`src/rtl/rv_pipe_pkg.sv`:
```
// Shared RV32IM pipeline types: datapath width, control encodings, ID/EX FSM states
// and the NOP control word loaded as a bubble.
package rv_pipe_pkg;

    localparam int XLEN = 32;

    localparam logic [1:0] BJ_NONE   = 2'b00;
    localparam logic [1:0] BJ_JUMP   = 2'b01;
    localparam logic [1:0] BJ_BRANCH = 2'b10;

    localparam logic [1:0] WB_SEL_ALU = 2'd0;
    localparam logic [1:0] WB_SEL_MEM = 2'd1;
    localparam logic [1:0] WB_SEL_PC4 = 2'd2;

    typedef enum logic {
        ST_RUN   = 1'b0,
        ST_STALL = 1'b1
    } id_ex_state_e;

    typedef struct packed {
        logic [4:0] alu_op;
        logic [1:0] bj_ctrl;
        logic [1:0] wb_sel;
        logic       reg_write_en;
        logic       mem_read_en;
        logic       mem_write_en;
        logic       comp_sel;
        logic       op2_sel;
        logic       op1_sel;
        logic [2:0] func3;
    } ctrl_t;

    localparam ctrl_t CTRL_NOP = ctrl_t'('0);

endpackage

```
`src/rtl/id_ex_stage_if.sv`:
```
// ID->EX bus: decoded instruction fields in, latched fields out, plus stall/flush and
// an FSM state debug view. master = upstream/test side, slave = the ID/EX stage.
interface id_ex_stage_if #(parameter int XLEN = rv_pipe_pkg::XLEN);
    import rv_pipe_pkg::*;

    logic            VALID_IN,        VALID_OUT;
    logic [4:0]      ALU_OP_IN,       ALU_OP_OUT;
    logic [1:0]      BJ_CTRL_IN,      BJ_CTRL_OUT;
    logic [1:0]      WB_VALUE_SEL_IN, WB_VALUE_SEL_OUT;
    logic            REG_WRITE_EN_IN, REG_WRITE_EN_OUT;
    logic            MEM_READ_EN_IN,  MEM_READ_EN_OUT;
    logic            MEM_WRITE_EN_IN, MEM_WRITE_EN_OUT;
    logic            COMP_SEL_IN,     COMP_SEL_OUT;
    logic            OP2_SEL_IN,      OP2_SEL_OUT;
    logic            OP1_SEL_IN,      OP1_SEL_OUT;
    logic [2:0]      FUNC3_IN,        FUNC3_OUT;
    logic [XLEN-1:0] PC_IN,           PC_OUT;
    logic [XLEN-1:0] DATA1_IN,        DATA1_OUT;
    logic [XLEN-1:0] DATA2_IN,        DATA2_OUT;
    logic [XLEN-1:0] IMM_IN,          IMM_OUT;
    logic [4:0]      RS1_ADDR_IN,     RS1_ADDR_OUT;
    logic [4:0]      RS2_ADDR_IN,     RS2_ADDR_OUT;
    logic [4:0]      RD_ADDR_IN,      RD_ADDR_OUT;
    logic            BRANCH_TAKEN;
    logic            MEM_BUSY;
    logic            STALL_OUT;
    logic            FLUSH_OUT;
    id_ex_state_e    STATE_DBG;

    modport master (
        output VALID_IN, ALU_OP_IN, BJ_CTRL_IN, WB_VALUE_SEL_IN, REG_WRITE_EN_IN,
               MEM_READ_EN_IN, MEM_WRITE_EN_IN, COMP_SEL_IN, OP2_SEL_IN, OP1_SEL_IN,
               FUNC3_IN, PC_IN, DATA1_IN, DATA2_IN, IMM_IN, RS1_ADDR_IN, RS2_ADDR_IN,
               RD_ADDR_IN, BRANCH_TAKEN, MEM_BUSY,
        input  VALID_OUT, ALU_OP_OUT, BJ_CTRL_OUT, WB_VALUE_SEL_OUT, REG_WRITE_EN_OUT,
               MEM_READ_EN_OUT, MEM_WRITE_EN_OUT, COMP_SEL_OUT, OP2_SEL_OUT, OP1_SEL_OUT,
               FUNC3_OUT, PC_OUT, DATA1_OUT, DATA2_OUT, IMM_OUT, RS1_ADDR_OUT, RS2_ADDR_OUT,
               RD_ADDR_OUT, STALL_OUT, FLUSH_OUT, STATE_DBG
    );

    modport slave (
        input  VALID_IN, ALU_OP_IN, BJ_CTRL_IN, WB_VALUE_SEL_IN, REG_WRITE_EN_IN,
               MEM_READ_EN_IN, MEM_WRITE_EN_IN, COMP_SEL_IN, OP2_SEL_IN, OP1_SEL_IN,
               FUNC3_IN, PC_IN, DATA1_IN, DATA2_IN, IMM_IN, RS1_ADDR_IN, RS2_ADDR_IN,
               RD_ADDR_IN, BRANCH_TAKEN, MEM_BUSY,
        output VALID_OUT, ALU_OP_OUT, BJ_CTRL_OUT, WB_VALUE_SEL_OUT, REG_WRITE_EN_OUT,
               MEM_READ_EN_OUT, MEM_WRITE_EN_OUT, COMP_SEL_OUT, OP2_SEL_OUT, OP1_SEL_OUT,
               FUNC3_OUT, PC_OUT, DATA1_OUT, DATA2_OUT, IMM_OUT, RS1_ADDR_OUT, RS2_ADDR_OUT,
               RD_ADDR_OUT, STALL_OUT, FLUSH_OUT, STATE_DBG
    );

endinterface

```
`src/rtl/id_ex_stage_load_use_detect.sv`:
```
// Load-use hazard compare between the load sitting in EX and the instruction in ID.
// The rs2 match is deliberately conservative: it ignores whether rs2 is actually read.
module load_use_detect (
    input  logic       ex_valid_i,
    input  logic       ex_mem_read_i,
    input  logic [4:0] ex_rd_addr_i,
    input  logic       id_valid_i,
    input  logic [4:0] id_rs1_addr_i,
    input  logic [4:0] id_rs2_addr_i,
    output logic       hazard_o
);

    assign hazard_o = ex_valid_i && ex_mem_read_i && (ex_rd_addr_i != 5'd0) && id_valid_i &&
                      ((ex_rd_addr_i == id_rs1_addr_i) || (ex_rd_addr_i == id_rs2_addr_i));

endmodule

```
`src/rtl/id_ex_stage.sv`:
```
// ID/EX pipeline register with load-use stall/bubble, branch flush and memory-wait hold.
// Optional macro ID_EX_PERF_CNT_EN adds saturating BUBBLE_COUNT / FLUSH_COUNT outputs.
module id_ex_stage
    import rv_pipe_pkg::*;
#(
    parameter int XLEN       = rv_pipe_pkg::XLEN,
    parameter int LU_BUBBLES = 1
) (
    input  logic        CLK,
    input  logic        RESET,
    id_ex_stage_if.slave bus
`ifdef ID_EX_PERF_CNT_EN
    ,
    output logic [31:0] BUBBLE_COUNT,
    output logic [31:0] FLUSH_COUNT
`endif
);

    // Counter holds the bubbles still owed after the first one.
    localparam logic [1:0] LU_RELOAD = (LU_BUBBLES == 2) ? 2'd1 : 2'd0;

    ctrl_t           ctrl_in, ctrl_q;
    logic            valid_q;
    logic [XLEN-1:0] pc_q, data1_q, data2_q, imm_q;
    logic [4:0]      rs1_q, rs2_q, rd_q;
    id_ex_state_e    state_q, state_d;
    logic [1:0]      cnt_q, cnt_d;
    logic            hazard, load_in, load_bub, stall, flush;

    always_comb begin
        ctrl_in              = CTRL_NOP;
        ctrl_in.alu_op       = bus.ALU_OP_IN;
        ctrl_in.bj_ctrl      = bus.BJ_CTRL_IN;
        ctrl_in.wb_sel       = bus.WB_VALUE_SEL_IN;
        ctrl_in.reg_write_en = bus.REG_WRITE_EN_IN;
        ctrl_in.mem_read_en  = bus.MEM_READ_EN_IN;
        ctrl_in.mem_write_en = bus.MEM_WRITE_EN_IN;
        ctrl_in.comp_sel     = bus.COMP_SEL_IN;
        ctrl_in.op2_sel      = bus.OP2_SEL_IN;
        ctrl_in.op1_sel      = bus.OP1_SEL_IN;
        ctrl_in.func3        = bus.FUNC3_IN;
    end

    load_use_detect u_load_use_detect (
        .ex_valid_i   (valid_q),
        .ex_mem_read_i(ctrl_q.mem_read_en),
        .ex_rd_addr_i (rd_q),
        .id_valid_i   (bus.VALID_IN),
        .id_rs1_addr_i(bus.RS1_ADDR_IN),
        .id_rs2_addr_i(bus.RS2_ADDR_IN),
        .hazard_o     (hazard)
    );

    always_comb begin
        state_d  = state_q;
        cnt_d    = cnt_q;
        load_in  = 1'b0;
        load_bub = 1'b0;
        stall    = 1'b0;
        flush    = 1'b0;
        if (bus.MEM_BUSY) begin
            stall = 1'b1;
        end else if (bus.BRANCH_TAKEN) begin
            // Flush abandons any stall in progress.
            flush    = 1'b1;
            load_bub = 1'b1;
            state_d  = ST_RUN;
            cnt_d    = 2'd0;
        end else begin
            case (state_q)
                ST_RUN: begin
                    if (hazard) begin
                        load_bub = 1'b1;
                        stall    = 1'b1;
                        cnt_d    = LU_RELOAD;
                        state_d  = (LU_BUBBLES == 2) ? ST_STALL : ST_RUN;
                    end else begin
                        load_in = 1'b1;
                    end
                end
                ST_STALL: begin
                    load_bub = 1'b1;
                    stall    = 1'b1;
                    cnt_d    = (cnt_q != 2'd0) ? cnt_q - 2'd1 : 2'd0;
                    if (cnt_q <= 2'd1) state_d = ST_RUN;
                end
                default: state_d = ST_RUN;
            endcase
        end
    end

    always_ff @(posedge CLK or posedge RESET) begin
        if (RESET) begin
            state_q <= ST_RUN;
            cnt_q   <= 2'd0;
            valid_q <= 1'b0;
            ctrl_q  <= CTRL_NOP;
            pc_q    <= '0;
            data1_q <= '0;
            data2_q <= '0;
            imm_q   <= '0;
            rs1_q   <= 5'd0;
            rs2_q   <= 5'd0;
            rd_q    <= 5'd0;
        end else begin
            state_q <= state_d;
            cnt_q   <= cnt_d;
            if (load_in) begin
                valid_q <= bus.VALID_IN;
                ctrl_q  <= ctrl_in;
                pc_q    <= bus.PC_IN;
                data1_q <= bus.DATA1_IN;
                data2_q <= bus.DATA2_IN;
                imm_q   <= bus.IMM_IN;
                rs1_q   <= bus.RS1_ADDR_IN;
                rs2_q   <= bus.RS2_ADDR_IN;
                rd_q    <= bus.RD_ADDR_IN;
            end else if (load_bub) begin
                valid_q <= 1'b0;
                ctrl_q  <= CTRL_NOP;
                pc_q    <= '0;
                data1_q <= '0;
                data2_q <= '0;
                imm_q   <= '0;
                rs1_q   <= 5'd0;
                rs2_q   <= 5'd0;
                rd_q    <= 5'd0;
            end
        end
    end

    assign bus.VALID_OUT        = valid_q;
    assign bus.ALU_OP_OUT       = ctrl_q.alu_op;
    assign bus.BJ_CTRL_OUT      = ctrl_q.bj_ctrl;
    assign bus.WB_VALUE_SEL_OUT = ctrl_q.wb_sel;
    assign bus.REG_WRITE_EN_OUT = ctrl_q.reg_write_en;
    assign bus.MEM_READ_EN_OUT  = ctrl_q.mem_read_en;
    assign bus.MEM_WRITE_EN_OUT = ctrl_q.mem_write_en;
    assign bus.COMP_SEL_OUT     = ctrl_q.comp_sel;
    assign bus.OP2_SEL_OUT      = ctrl_q.op2_sel;
    assign bus.OP1_SEL_OUT      = ctrl_q.op1_sel;
    assign bus.FUNC3_OUT        = ctrl_q.func3;
    assign bus.PC_OUT           = pc_q;
    assign bus.DATA1_OUT        = data1_q;
    assign bus.DATA2_OUT        = data2_q;
    assign bus.IMM_OUT          = imm_q;
    assign bus.RS1_ADDR_OUT     = rs1_q;
    assign bus.RS2_ADDR_OUT     = rs2_q;
    assign bus.RD_ADDR_OUT      = rd_q;
    assign bus.STALL_OUT        = stall & ~RESET;
    assign bus.FLUSH_OUT        = flush;
    assign bus.STATE_DBG        = state_q;

`ifdef ID_EX_PERF_CNT_EN
    logic        lu_bubble;
    logic [31:0] bub_cnt_q, fl_cnt_q;

    assign lu_bubble = load_bub & ~flush;

    always_ff @(posedge CLK or posedge RESET) begin
        if (RESET) begin
            bub_cnt_q <= '0;
            fl_cnt_q  <= '0;
        end else begin
            if (lu_bubble && (bub_cnt_q != 32'hFFFF_FFFF)) bub_cnt_q <= bub_cnt_q + 32'd1;
            if (flush && (fl_cnt_q != 32'hFFFF_FFFF))      fl_cnt_q  <= fl_cnt_q + 32'd1;
        end
    end

    assign BUBBLE_COUNT = bub_cnt_q;
    assign FLUSH_COUNT  = fl_cnt_q;
`else
    // Counters are compiled out; no extra state.
`endif

endmodule

```
`src/flat_wrapper.sv`:
```
// flat-port wrapper written by rule: the top's interface ports become plain ports
module id_ex_stage_flat import rv_pipe_pkg::*;
#(
    parameter int XLEN       = rv_pipe_pkg::XLEN,
    parameter int LU_BUBBLES = 1
)
  (CLK, RESET, bus_VALID_IN, bus_ALU_OP_IN, bus_BJ_CTRL_IN, bus_WB_VALUE_SEL_IN, bus_REG_WRITE_EN_IN, bus_MEM_READ_EN_IN, bus_MEM_WRITE_EN_IN, bus_COMP_SEL_IN, bus_OP2_SEL_IN, bus_OP1_SEL_IN, bus_FUNC3_IN, bus_PC_IN, bus_DATA1_IN, bus_DATA2_IN, bus_IMM_IN, bus_RS1_ADDR_IN, bus_RS2_ADDR_IN, bus_RD_ADDR_IN, bus_BRANCH_TAKEN, bus_MEM_BUSY, bus_VALID_OUT, bus_ALU_OP_OUT, bus_BJ_CTRL_OUT, bus_WB_VALUE_SEL_OUT, bus_REG_WRITE_EN_OUT, bus_MEM_READ_EN_OUT, bus_MEM_WRITE_EN_OUT, bus_COMP_SEL_OUT, bus_OP2_SEL_OUT, bus_OP1_SEL_OUT, bus_FUNC3_OUT, bus_PC_OUT, bus_DATA1_OUT, bus_DATA2_OUT, bus_IMM_OUT, bus_RS1_ADDR_OUT, bus_RS2_ADDR_OUT, bus_RD_ADDR_OUT, bus_STALL_OUT, bus_FLUSH_OUT, bus_STATE_DBG);
  id_ex_stage_if #(.XLEN(XLEN)) bus_i ();
  input  logic CLK;
  input  logic RESET;
  input wire logic [$bits(bus_i.VALID_IN)-1:0] bus_VALID_IN;
  input wire logic [$bits(bus_i.ALU_OP_IN)-1:0] bus_ALU_OP_IN;
  input wire logic [$bits(bus_i.BJ_CTRL_IN)-1:0] bus_BJ_CTRL_IN;
  input wire logic [$bits(bus_i.WB_VALUE_SEL_IN)-1:0] bus_WB_VALUE_SEL_IN;
  input wire logic [$bits(bus_i.REG_WRITE_EN_IN)-1:0] bus_REG_WRITE_EN_IN;
  input wire logic [$bits(bus_i.MEM_READ_EN_IN)-1:0] bus_MEM_READ_EN_IN;
  input wire logic [$bits(bus_i.MEM_WRITE_EN_IN)-1:0] bus_MEM_WRITE_EN_IN;
  input wire logic [$bits(bus_i.COMP_SEL_IN)-1:0] bus_COMP_SEL_IN;
  input wire logic [$bits(bus_i.OP2_SEL_IN)-1:0] bus_OP2_SEL_IN;
  input wire logic [$bits(bus_i.OP1_SEL_IN)-1:0] bus_OP1_SEL_IN;
  input wire logic [$bits(bus_i.FUNC3_IN)-1:0] bus_FUNC3_IN;
  input wire logic [$bits(bus_i.PC_IN)-1:0] bus_PC_IN;
  input wire logic [$bits(bus_i.DATA1_IN)-1:0] bus_DATA1_IN;
  input wire logic [$bits(bus_i.DATA2_IN)-1:0] bus_DATA2_IN;
  input wire logic [$bits(bus_i.IMM_IN)-1:0] bus_IMM_IN;
  input wire logic [$bits(bus_i.RS1_ADDR_IN)-1:0] bus_RS1_ADDR_IN;
  input wire logic [$bits(bus_i.RS2_ADDR_IN)-1:0] bus_RS2_ADDR_IN;
  input wire logic [$bits(bus_i.RD_ADDR_IN)-1:0] bus_RD_ADDR_IN;
  input wire logic [$bits(bus_i.BRANCH_TAKEN)-1:0] bus_BRANCH_TAKEN;
  input wire logic [$bits(bus_i.MEM_BUSY)-1:0] bus_MEM_BUSY;
  output wire logic [$bits(bus_i.VALID_OUT)-1:0] bus_VALID_OUT;
  output wire logic [$bits(bus_i.ALU_OP_OUT)-1:0] bus_ALU_OP_OUT;
  output wire logic [$bits(bus_i.BJ_CTRL_OUT)-1:0] bus_BJ_CTRL_OUT;
  output wire logic [$bits(bus_i.WB_VALUE_SEL_OUT)-1:0] bus_WB_VALUE_SEL_OUT;
  output wire logic [$bits(bus_i.REG_WRITE_EN_OUT)-1:0] bus_REG_WRITE_EN_OUT;
  output wire logic [$bits(bus_i.MEM_READ_EN_OUT)-1:0] bus_MEM_READ_EN_OUT;
  output wire logic [$bits(bus_i.MEM_WRITE_EN_OUT)-1:0] bus_MEM_WRITE_EN_OUT;
  output wire logic [$bits(bus_i.COMP_SEL_OUT)-1:0] bus_COMP_SEL_OUT;
  output wire logic [$bits(bus_i.OP2_SEL_OUT)-1:0] bus_OP2_SEL_OUT;
  output wire logic [$bits(bus_i.OP1_SEL_OUT)-1:0] bus_OP1_SEL_OUT;
  output wire logic [$bits(bus_i.FUNC3_OUT)-1:0] bus_FUNC3_OUT;
  output wire logic [$bits(bus_i.PC_OUT)-1:0] bus_PC_OUT;
  output wire logic [$bits(bus_i.DATA1_OUT)-1:0] bus_DATA1_OUT;
  output wire logic [$bits(bus_i.DATA2_OUT)-1:0] bus_DATA2_OUT;
  output wire logic [$bits(bus_i.IMM_OUT)-1:0] bus_IMM_OUT;
  output wire logic [$bits(bus_i.RS1_ADDR_OUT)-1:0] bus_RS1_ADDR_OUT;
  output wire logic [$bits(bus_i.RS2_ADDR_OUT)-1:0] bus_RS2_ADDR_OUT;
  output wire logic [$bits(bus_i.RD_ADDR_OUT)-1:0] bus_RD_ADDR_OUT;
  output wire logic [$bits(bus_i.STALL_OUT)-1:0] bus_STALL_OUT;
  output wire logic [$bits(bus_i.FLUSH_OUT)-1:0] bus_FLUSH_OUT;
  output wire logic [$bits(bus_i.STATE_DBG)-1:0] bus_STATE_DBG;
  assign bus_i.VALID_IN = bus_VALID_IN;
  assign bus_i.ALU_OP_IN = bus_ALU_OP_IN;
  assign bus_i.BJ_CTRL_IN = bus_BJ_CTRL_IN;
  assign bus_i.WB_VALUE_SEL_IN = bus_WB_VALUE_SEL_IN;
  assign bus_i.REG_WRITE_EN_IN = bus_REG_WRITE_EN_IN;
  assign bus_i.MEM_READ_EN_IN = bus_MEM_READ_EN_IN;
  assign bus_i.MEM_WRITE_EN_IN = bus_MEM_WRITE_EN_IN;
  assign bus_i.COMP_SEL_IN = bus_COMP_SEL_IN;
  assign bus_i.OP2_SEL_IN = bus_OP2_SEL_IN;
  assign bus_i.OP1_SEL_IN = bus_OP1_SEL_IN;
  assign bus_i.FUNC3_IN = bus_FUNC3_IN;
  assign bus_i.PC_IN = bus_PC_IN;
  assign bus_i.DATA1_IN = bus_DATA1_IN;
  assign bus_i.DATA2_IN = bus_DATA2_IN;
  assign bus_i.IMM_IN = bus_IMM_IN;
  assign bus_i.RS1_ADDR_IN = bus_RS1_ADDR_IN;
  assign bus_i.RS2_ADDR_IN = bus_RS2_ADDR_IN;
  assign bus_i.RD_ADDR_IN = bus_RD_ADDR_IN;
  assign bus_i.BRANCH_TAKEN = bus_BRANCH_TAKEN;
  assign bus_i.MEM_BUSY = bus_MEM_BUSY;
  assign bus_VALID_OUT = bus_i.VALID_OUT;
  assign bus_ALU_OP_OUT = bus_i.ALU_OP_OUT;
  assign bus_BJ_CTRL_OUT = bus_i.BJ_CTRL_OUT;
  assign bus_WB_VALUE_SEL_OUT = bus_i.WB_VALUE_SEL_OUT;
  assign bus_REG_WRITE_EN_OUT = bus_i.REG_WRITE_EN_OUT;
  assign bus_MEM_READ_EN_OUT = bus_i.MEM_READ_EN_OUT;
  assign bus_MEM_WRITE_EN_OUT = bus_i.MEM_WRITE_EN_OUT;
  assign bus_COMP_SEL_OUT = bus_i.COMP_SEL_OUT;
  assign bus_OP2_SEL_OUT = bus_i.OP2_SEL_OUT;
  assign bus_OP1_SEL_OUT = bus_i.OP1_SEL_OUT;
  assign bus_FUNC3_OUT = bus_i.FUNC3_OUT;
  assign bus_PC_OUT = bus_i.PC_OUT;
  assign bus_DATA1_OUT = bus_i.DATA1_OUT;
  assign bus_DATA2_OUT = bus_i.DATA2_OUT;
  assign bus_IMM_OUT = bus_i.IMM_OUT;
  assign bus_RS1_ADDR_OUT = bus_i.RS1_ADDR_OUT;
  assign bus_RS2_ADDR_OUT = bus_i.RS2_ADDR_OUT;
  assign bus_RD_ADDR_OUT = bus_i.RD_ADDR_OUT;
  assign bus_STALL_OUT = bus_i.STALL_OUT;
  assign bus_FLUSH_OUT = bus_i.FLUSH_OUT;
  assign bus_STATE_DBG = bus_i.STATE_DBG;
  id_ex_stage #(.XLEN(XLEN), .LU_BUBBLES(LU_BUBBLES)) u_core (.CLK(CLK), .RESET(RESET), .bus(bus_i));
endmodule
```
`config.mk`:
```
export PLATFORM = sky130hd
export DESIGN_NAME = id_ex_stage_flat
export DESIGN_NICKNAME = d
export VERILOG_FILES = /design/src/rtl/rv_pipe_pkg.sv /design/src/rtl/id_ex_stage_if.sv /design/src/rtl/id_ex_stage_load_use_detect.sv /design/src/rtl/id_ex_stage.sv /design/src/flat_wrapper.sv
export SDC_FILE = /design/constraint.sdc
export NUM_CORES = 1
export LEC_CHECK = 0
export ABC_CLOCK_PERIOD_IN_PS = 10300
export BUFFER_PORTS_ARGS = -buffer_cell sky130_fd_sc_hd__buf_2
export CAP_MARGIN = 25
export CORE_AREA = 2 2 130 132
export CTS_CLUSTER_SIZE = 30
export DETAILED_ROUTE_END_ITERATION = 7
export DIE_AREA = 0 0 132 134
export GPL_TIMING_DRIVEN = 0
export PLACE_DENSITY = 0.76
export SYNTH_ARGS = -nofsm -noshare
export SYNTH_HDL_FRONTEND = slang
export SYNTH_SLANG_ARGS = --single-unit
```
`constraint.sdc`:
```
create_clock -name CLK -period 10.3 [get_ports CLK]
set_clock_uncertainty 0.2 [all_clocks]
set_input_delay 1.545 -clock CLK [delete_from_list [all_inputs] [get_ports CLK]]
set_output_delay 1.545 -clock CLK [all_outputs]
set_load 0.01 [all_outputs]
```
==> results of run 1 <==
cell families (layout without fill, tap and decap cells):
logic type,count (synthesis),after routing,synth area share (%)
AO/OA/AOI/OAI,170,170,14.45
XOR/XNOR,10,10,1.212
buffers and inverters,66,428,4.521
flip-flops,165,165,57.16
other,0,1,0
AND/OR/NAND/NOR,330,330,22.66
where the power goes:
group	switching (uW)	internal, uW
logic	138	104
clock network	281	364
registers	29.1	698
cell type report:
class | count | area, sq um
clock inverter | 15 | 168.9
timing repair buffer | 330 | 1674
sequential | 165 | 4129
buffer | 53 | 277.8
antenna | 1 | 2.502
fill | 1494 | 6513
tap | 220 | 275.3
clock buffer | 17 | 425.4
multi-input combinational | 510 | 2768
inverter | 13 | 56.30
placed cells by master, fill, tap and decap left out, types with 2 or more instances in the layout:
master / instances
buf_2: 331
dfrtp_1: 165
nand2_1: 164
nand2b_1: 151
o21ai_0: 83
o21ai_1: 71
clkbuf_1: 42
clkbuf_16: 17
inv_1: 12
xor2_1: 10
o31ai_4: 9
buf_6: 8
nor2_1: 7
inv_6: 5
nor3_1: 3
inv_8: 3
nor2b_1: 2
o31ai_1: 2
bufinv_16: 2
clkinv_2: 2
clkinv_4: 2
clkinvlp_4: 2
flip-flops by register name, indices dropped and copies added (netlist names), 3 cells and up:
signal / cells
u_core.bus.IMM_OUT: 32
u_core.bus.RS1_ADDR_OUT: 5
u_core.bus.DATA2_OUT: 32
u_core.bus.PC_OUT: 32
u_core.bus.ALU_OP_OUT: 5
u_core.bus.RD_ADDR_OUT: 5
u_core.bus.FUNC3_OUT: 3
u_core.bus.DATA1_OUT: 32
u_core.bus.RS2_ADDR_OUT: 5
worst min path at each step:
stage / startpoint / to / slack, ns / cells after the start
3_5_place_dp: u_core.bus.DATA2_OUT[21] / u_core.bus.DATA2_OUT[21] / 0.27 / 2
4_1_cts: u_core.bus.DATA2_OUT[21] / u_core.bus.DATA2_OUT[21] / 0.28 / 2
5_1_grt: u_core.bus.IMM_OUT[30] / u_core.bus.IMM_OUT[30] / 0.30 / 2
3_3_place_gp: u_core.bus.DATA2_OUT[26] / u_core.bus.DATA2_OUT[26] / 0.26 / 2
2_1_floorplan: u_core.cnt_q[1] / u_core.cnt_q[1] / 0.27 / 2
6_report: u_core.bus.ALU_OP_OUT[0] / u_core.bus.ALU_OP_OUT[0] / 0.28 / 2
per-layer routing:
metal	part of all wire, %	global-route usage, %
met4	2.0	8.213
met2	49	41.12
met1	41	29.55
met5	0.062	0
met3	7.5	7.105
stage by stage:
step	instances	setup slack [ns]	power [uW]	hold WS [ns]
finish	1324	5.635	1613	0.2772
global route	1324	5.509	1685	0.3004
CTS	1323	5.620	1629	0.2837
detailed placement	1291	5.621	984.2	0.2674
global placement	1290	2.066	977.8	0.2567
floorplan	741	4.093	860.7	0.2676
worst reg2reg max path: cells and delay by family (launching register included):
family | cells | cell delay, ns
simple gates | 1 | 0.21
flops | 1 | 0.49
compound gates | 3 | 0.70
buf+inv | 1 | 0.40
xor+xnor | 1 | 0.21
==> qor.yml, run 1 <==
status: "finished, final reports clean"
cts-root-buf: "clkbuf_16"
cp_slowest_stage_delay_ns: 0.36
synth-seq-area-share_pct: 57.16
syn_area_sq_mm: 0.007223
critPathBufInv: 2
critical_path_arrival_ns: 2.92
yosysMostFrequentCell: "dfrtp_1"
grt_pass1_wl_mm: 33.28
initial_core_util_pct: 44.34
yosysWarnings: 0
ys_top_cells_by_count: "dfrtp_1, nand2_1, nand2b_1"
crit_top_cell: "buf_2"
synth_cell_type_count: 24
synth_seq_cells: 165
setup_tns_ns: 0
fp.dieH_um: 134
drv_cap: 0
max_slew_margin_pct: 43.78
synth_enable_flop_cells: 0
cts_tree: "done"
synthArstFlopShare_pct: 100.0
finalCritPeriodShare_pct: 45.29
numCtsBuffers: 17
die-area_sq_mm: 0.01769
ant_nets: 0
power.density_mw_per_mm2: 165.0
io_pins: 331
rsz0062_at_grt: "no"
r2r_cells: 6
drive_gt1_share_pct: 35.18
place_area_sq_mm: 0.009180
cts_resized: 0
die_x_um: 132
drc: 0
min_period_ns: 4.665
post_drt_via_cell_ratio: 4.770
syn_inst: 741
path_clk_slew_ns: 0.06
nets: 1256
cts_num_sinks: 165
grt_overflow: 0
ctsHoldBuffers: 0
cp_max_fo: 3
p_leak_uw: 0.004995
fin_area_sq_mm: 0.009777
antenna_found_initial: 2
critPathLaunchType: "input port"
synth_top_cell_area_share_pct: 57.16
htreeDepth: 4
num_vias: 6315
synth_top_area_cell: "dfrtp_1"
setup_viol: 0
avgSynthCellArea_sq_um: 9.748
clk_latency_ns: 0.42
grt_usage_pct: 24.16
r2r_setup_slack_ns: 7.95
clockBufferDepth: 2
globalplace.congestion: 0.8244
drt_iter0_markers: 261
grt_max_degree: 118
crit_path_end_kind: "output pin"
wl_mm: 20.91
grt_pass1_vias: 6276
rows: 47
worstReg2RegEnd: "u_core.bus.IMM_OUT[15]"
hold_viol_final: 0
critical-path-top-delay-family: "simple AND/OR/NAND/NOR gates"
critical_path_class: "in -> out"
core_sq_mm: 0.01629
postCtsSetupBuffers: 0
drt_first_pass_iters: 5
synth_area_leaders: "dfrtp_1, nand2b_1, nand2_1"
hp-class: "reg -> reg"
vdd_drop_max_mv: 0.1100
syn-num-nets: 907
max_freq_mhz: 214.4
crit_slowest_cell: "or2_2"
drv_slew: 0
dp_hpwl_mm: 15.68
worstPathCellList: "buf_2 -> xor2_1 -> nor3_1 -> a22oi_1 -> or2_2 -> a211oi_1 -> buf_2"
io_buffers: 329
cp-endpoint: "bus_STALL_OUT"
tightest_slew_ns: 0.8432
ys.flop_type: "dfrtp_1"
wl_per_cell_um: 15.79
crit_required_ns: 8.56
r2r-start: "u_core.bus.RD_ADDR_OUT[1]"
cp.depth: 7
area_delta_synth_final_pct: 35.35
startpoint: "bus_RS2_ADDR_IN[1]"
fin_util_pct: 60.02
Power figures use the tool's default switching activity.
==> inputs of run 2 (changes only) <==
ABC_AREA = 1   (was unset)
ABC_CLOCK_PERIOD_IN_PS = 3760   (was 10300)
CORE_AREA = unset   (was 2 2 130 132)
CORE_UTILIZATION = 42   (was unset)
DIE_AREA = unset   (was 0 0 132 134)
clock period = 3.76 ns   (was 10.3 ns; I/O delays follow)
==> run 2 against run 1 <==
Effect of this change: die area decreased by 1.7%; largest power group unchanged; via count increased by 14%; the flow now finishes with violations (design-rule violations); critical path type is now reg -> out; global-route usage is 1.8 points higher; final cell count grew 4.2%.
==> qor.yml, run 2 <==
clockPowerShare_pct: 40.8  # was 40.0%
instances_no_fill: 1380  # was 1,324
seq_power_share_pct: 44.8  # was 45.1%
grt_pass1_wl_mm: 35.58  # was 33.28 mm
drc: 1  # was 0
grt_pass1_vias: 7098  # was 6,276
min_period_ns: 2.667
synth_enable_flop_cells: 0  # unchanged
violations: "design-rule violations"
antenna_found_initial: 0  # was 2
combPwrFrac_pct: 14.4  # was 15.0%
clockBufferDepth: 2  # unchanged
avgSynthCellArea_sq_um: 8.919  # was 9.748 sq um
synth-seq-area-share_pct: 58.30  # was 57.16%
syn_inst: 794  # was 741
synth_top_area_cell: "dfrtp_1"  # unchanged
p_leak_uw: 0.005696  # was 0.004995 uW
p_int_uw: 3253  # was 1165 uW
drt_first_pass_iters: 8  # was 5
max_slew_margin_pct: 44.90  # was 43.78%
drt_iter0_markers: 401  # was 261
dp_cells: 1348  # was 1,291
cts_tree: "done"  # unchanged
crit_required_ns: 3.00  # was 8.56 ns
yosysWarnings: 0  # unchanged
hold_viol_final: 0  # unchanged
fp.dieH_um: 131.9  # was 134 um
power.switching_uw: 1190  # was 447.9 uW
status: "finished, violations left"  # was finished, final reports clean
crit_path_end_kind: "output pin"  # unchanged
setup_viol: 0  # unchanged
initial_core_util_pct: 42.86  # was 44.34%
hp-class: "in -> async"  # was reg -> reg
die_x_um: 131.9  # was 132 um
yosysMostFrequentCell: "nand2_1"  # was dfrtp_1
die-area_sq_mm: 0.01738  # was 0.01769 sq mm
cts_resized: 0  # unchanged
grt_overflow: 0  # unchanged
cts_num_sinks: 165  # unchanged
htreeDepth: 4  # unchanged
synth_top_cell_area_share_pct: 58.30  # was 57.16%
layout_commonest_cell: "nand2_1"  # was buf_2
finalPower_uw: 4443  # was 1613 uW
clk_latency_ns: 0.43  # was 0.42 ns
finalCritPeriodShare_pct: 70.92
critical_path_class: "reg -> out"  # was in -> out
drive_gt1_share_pct: 34.48  # was 35.18%
wl_per_cell_um: 15.93  # was 15.79 um
critical_path_arrival_ns: 1.90  # was 2.92 ns
ctsHoldBuffers: 0  # unchanged
synthArstFlopShare_pct: 100.0  # unchanged
vdd_drop_max_mv: 0.2940  # was 0.1100 mV
area_delta_synth_final_pct: 36.98  # was 35.35%
nets: 1313  # was 1,256
io_buffers: 330  # was 329
critPathLaunchType: "flop"  # was input port
setup_tns_ns: 0  # unchanged
dp_hpwl_mm: 15.95  # was 15.68 mm
synth_seq_cells: 165  # unchanged
rsz0062_at_grt: "no"  # unchanged
max_freq_mhz: 375.0
num_vias: 7179  # was 6,315
io_pins: 331  # unchanged
fin_util_pct: 58.70  # was 60.02%
ys.flop_type: "dfrtp_1"  # unchanged
post_drt_via_cell_ratio: 5.202  # was 4.770
core_sq_mm: 0.01652  # was 0.01629 sq mm
drv_slew: 0  # unchanged
drv_cap: 0  # unchanged
syn-num-nets: 960  # was 907
globalplace.congestion: 0.8249  # was 0.8244
most-common-layout-cells: "nand2_1, buf_2, dfrtp_1"  # was buf_2, dfrtp_1, nand2_1
grt_max_degree: 37  # was 118
ant_nets: 0  # unchanged
path_clk_slew_ns: 0.06  # about the same
synth_cell_type_count: 17  # was 24
grt_usage_pct: 25.92  # was 24.16%
cp_max_fo: 10  # was 3
r2r_cells: 5  # was 6
swShare_pct: 26.78  # was 27.76%
synth_area_leaders: "dfrtp_1, nand2_1, nand4_1"  # was dfrtp_1, nand2b_1, nand2_1
syn_area_sq_mm: 0.007082  # was 0.007223 sq mm
power.density_mw_per_mm2: 458.0  # was 165.0 mW/mm^2
wl_mm: 21.98  # was 20.91 mm
tightest_slew_ns: 0.8248  # was 0.8432 ns
postCtsSetupBuffers: 0  # unchanged
diodes: 0  # was 1
numCtsBuffers: 17  # unchanged
cts-root-buf: "clkbuf_16"  # unchanged
ys_top_cells_by_count: "nand2_1, dfrtp_1, nand4_1"  # was dfrtp_1, nand2_1, nand2b_1
rows: 47  # unchanged
-- run 2: cell count changes in the layout (fill, tap and decap cells not counted), sizes merged, moves of 3 or more --
cell | before | now
o21ai | 155 | 1
nor2 | 7 | 14
nor3 | 3 | 0
o31ai | 11 | 0
nand4 | 0 | 164
buf | 341 | 366
xor2 | 10 | 0
nand3 | 1 | 7
inv | 20 | 15
nand2b | 151 | 0
nand2 | 164 | 353
-- run 2: power by group through the flow --
stage                     sequential (uW)  combinational [uW]  clock (uW)
after floorplan                      2090                 238           0
after global placement               2020                 619           0
after detailed placement             2020                 644           0
after CTS                            1990                 646        1830
after global routing                 2010                 709        1900
final                                1990                 639        1810
-- run 2: per-layer routing --
metal / global-route usage (%) / part of all wire [%] / up-vias
met2: 41.98 / 48 / 292
met3: 5.998 / 6.5 / 54
li1: - / - / 3377
met4: 11.24 / 3.1 / 0
met5: 0 / 0 / -
met1: 33.35 / 42 / 3456
-- run 2: metrics by stage --
step	hold slack, ns	setup slack [ns]	instance area [sq um]
final	0.1137	1.093	9701
after global routing	0.1632	0.8947	9701
after CTS	0.1248	1.059	9701
after detailed placement	0.2574	1.300	9092
after global placement	0.2534	-0.2099	9012
after floorplan	0.2640	0.8972	7086
-- run 2: kinds of logic after synthesis --
logic type / after synthesis / synth area share, %
AO/OA/AOI/OAI: 1 / 0.07060
XOR/XNOR: 2 / 0.2474
AND/OR/NAND/NOR: 538 / 34.54
flip-flops: 165 / 58.30
buffers and inverters: 88 / 6.837
-- run 2: path summary, 6_finish.rpt --
| check | from | endpoint | slack, ns |
|---|---|---|---|
| worst max-delay path | u_core.bus.RD_ADDR_OUT[0] | bus_STALL_OUT | 1.09 |
| worst min-delay path | RESET | u_core.bus.DATA1_OUT[6] | 0.11 |
| worst max register to register | u_core.bus.STATE_DBG | u_core.bus.PC_OUT[10] | 1.58 |
| worst min register to register | u_core.bus.DATA2_OUT[23] | u_core.bus.DATA2_OUT[23] | 0.27 |
| max in group asynchronous | RESET | u_core.bus.DATA2_OUT[27] | 2.10 |
| min in group CLK | bus_DATA1_IN[1] | u_core.bus.DATA1_OUT[1] | 0.18 |
-- run 2: critical path, stage by stage, from the launching register on --
cell and delay (ns):
dfrtp_1 0.45, nand2_1 0.10, clkinv_1 0.06, nor2_1 0.08
nor2_1 0.05, nand3_1 0.06, nand2_1 0.06, nand2_2 0.09
buf_6 0.19, nand3_1 0.08, nand2_1 0.08, inv_1 0.03
buf_2 0.13
-- run 2: area by class of cell --
type                       count  area [sq um]
multi-input combinational    541          2469
buffer                        71         420.4
tap                          220         275.3
fill                        1461          6824
clock buffer                  22         464.2
timing repair buffer         334          1732
clock inverter                10         143.9
sequential                   165          4129
inverter                      17         67.56
==> inputs of run 3 (changes only) <==
ABC_CLOCK_PERIOD_IN_PS = 2650   (was 3760)
CORE_AREA = 2 2 130 132   (was unset)
CORE_UTILIZATION = unset   (was 42)
DIE_AREA = 0 0 132 134   (was unset)
clock period = 2.65 ns   (was 3.76 ns; I/O delays follow)
==> run 3 against run 2 <==
Effect of this change: the run now ends clean; clock power rose by 33%; hold slack worse by 0.096 ns; core utilization up 0.63 points; critical path depth decreased by 1; sequential power grew 42%; die area increased by 1.7%; global-route usage decreased by 0.75 points; flip-flop and latch count stayed put; register-to-register slack lost 1.1 ns; worst setup slack got worse by 0.96 ns; critical path type unchanged; largest cell class unchanged; highest routed layer is now met5.
==> qor.yml, run 3 (synthesized netlist as in run 2, its figures left out) <==
area_delta_synth_final_pct: 36.48  # was 36.98%
io_buffers: 330  # unchanged
antenna_found_initial: 2  # was 0
tightest_slew_ns: 0.7270  # was 0.8248 ns
num_vias: 7013  # was 7,179
cts-root-buf: "clkbuf_16"  # unchanged
seq_power_share_pct: 46.1  # was 44.8%
setup_viol: 0  # unchanged
power.switching_uw: 1651  # was 1190 uW
grt_pass1_wl_mm: 35.36  # was 35.58 mm
drt_iter0_markers: 458  # was 401
multi_input_comb_area_sq_mm: 0.002469  # unchanged
grt_pass1_vias: 6766  # was 7,098
holdWs_ns: 0.01796  # was 0.1137 ns
p_int_uw: 4486  # was 3253 uW
nets: 1314  # was 1,313
cts_tree: "done"  # unchanged
htreeDepth: 4  # unchanged
hold_depth: 3
dp_cells: 1348  # unchanged
power.density_mw_per_mm2: 635.0  # was 458.0 mW/mm^2
critical_path_class: "reg -> out"  # unchanged
globalplace.congestion: 0.8628  # was 0.8249
p_leak_uw: 0.005680  # was 0.005696 uW
drv_slew: 0  # unchanged
clockPowerShare_pct: 39.1  # was 40.8%
die_x_um: 132  # was 131.9 um
fp.dieH_um: 134  # was 131.9 um
vdd_drop_max_mv: 0.4223  # was 0.2940 mV
hold_viol_final: 0  # unchanged
rows: 47  # unchanged
wl_mm: 22.23  # was 21.98 mm
numCtsBuffers: 17  # unchanged
max_freq_mhz: 398.1
grt_usage_pct: 25.17  # was 25.92%
layout_commonest_cell: "nand2_1"  # unchanged
critical_path_arrival_ns: 1.91  # was 1.90 ns
crit_path_end_kind: "output pin"  # unchanged
min_period_ns: 2.512
cts_num_sinks: 165  # unchanged
drv_cap: 0  # unchanged
ant_nets: 0  # unchanged
initial_core_util_pct: 43.47  # was 42.86%
cts_resized: 0  # unchanged
instances_no_fill: 1381  # was 1,380
finalPower_uw: 6137  # was 4443 uW
cp_max_fo: 10  # unchanged
combPwrFrac_pct: 14.8  # was 14.4%
critPathLaunchType: "flop"  # unchanged
fill_cells: 1470  # was 1,461
seq_area_sq_mm: 0.004129  # unchanged
rsz0062_at_grt: "no"  # unchanged
die-area_sq_mm: 0.01769  # was 0.01738 sq mm
drc: 0  # was 1
clockBufferDepth: 2  # unchanged
finalCritPeriodShare_pct: 94.80
path_clk_slew_ns: 0.07  # was 0.06 ns
swShare_pct: 26.90  # was 26.78%
clk_latency_ns: 0.42  # was 0.43 ns
post_drt_via_cell_ratio: 5.078  # was 5.202
status: "finished, final reports clean"  # was finished, violations left
hp-class: "in -> reg"  # was in -> async
ctsHoldBuffers: 1  # was 0
wl_per_cell_um: 16.10  # was 15.93 um
setup_tns_ns: 0  # unchanged
grt_overflow: 0  # unchanged
postCtsSetupBuffers: 0  # unchanged
drive_gt1_share_pct: 34.22  # was 34.48%
most-common-layout-cells: "nand2_1, buf_2, dfrtp_1"  # unchanged
crit_required_ns: 2.05  # was 3.00 ns
core_sq_mm: 0.01629  # was 0.01652 sq mm
r2r_cells: 5  # unchanged
drt_first_pass_iters: 5  # was 8
io_pins: 331  # unchanged
grt_max_degree: 42  # was 37
max_slew_margin_pct: 51.54  # was 44.90%
dp_hpwl_mm: 16.30  # was 15.95 mm
run 3: routing by layer:
metal / global-route usage (%) / vias to the layer above / routed length (um)
li1: - / 3383 / -
met1: 32.22 / 3319 / 9068
met2: 41.72 / 274 / 11090
met3: 6.236 / 35 / 1582
met4: 9.239 / 2 / 470
met5: 0 / - / 13
run 3: layout make-up:
type	instances	share of cell area [%]
clock inverters	8	1.061
diodes	1	0.02589
clock buffers	23	4.738
flip-flops and latches	165	42.72
multi-input cells	541	25.54
well taps	220	2.848
plain buffers	71	4.350
repair buffers	335	18.02
inverters	17	0.6990
run 3: critical path, cell delays in order, from the launching register on:
cell	delay [ns]
dfrtp_1	0.46
nor2_1	0.13
nor2_1	0.05
nor2_1	0.13
nand3_1	0.08
nand2_1	0.08
nand2_2	0.08
buf_6	0.17
nand3_1	0.07
nand2_1	0.06
inv_1	0.05
buf_2	0.13
run 3: power by group through the flow:
stage | clock (uW) | sequential [uW] | combinational [uW]
3_3_place_gp | 0 | 2870 | 881
3_5_place_dp | 0 | 2870 | 915
4_1_cts | 2420 | 2830 | 917
6_report | 2400 | 2830 | 907
2_1_floorplan | 0 | 2960 | 338
5_1_grt | 2540 | 2850 | 1010
run 3: worst paths after layout:
check	start	endpoint	slack (ns)
max in group asynchronous	RESET	u_core.bus.IMM_OUT[28]	0.74
min in group asynchronous	RESET	u_core.bus.PC_OUT[10]	0.44
setup reg to reg	u_core.bus.STATE_DBG	u_core.bus.PC_OUT[11]	0.50
setup / recovery	u_core.bus.RD_ADDR_OUT[0]	bus_STALL_OUT	0.14
hold reg to reg	u_core.bus.DATA1_OUT[19]	u_core.bus.DATA1_OUT[19]	0.27
hold / removal	bus_IMM_IN[4]	u_core.bus.IMM_OUT[4]	0.02
run 3: metrics by stage:
stage / area [sq um] / setup WS, ns / util (%)
CTS: 9663 / 0.1090 / 59.32
finish: 9666 / 0.1379 / 59.34
floorplan: 7086 / -0.04628 / -
global route: 9666 / 0.003287 / 59.34
detailed placement: 9092 / 0.3816 / 55.82
global placement: 9012 / -1.153 / 55.33
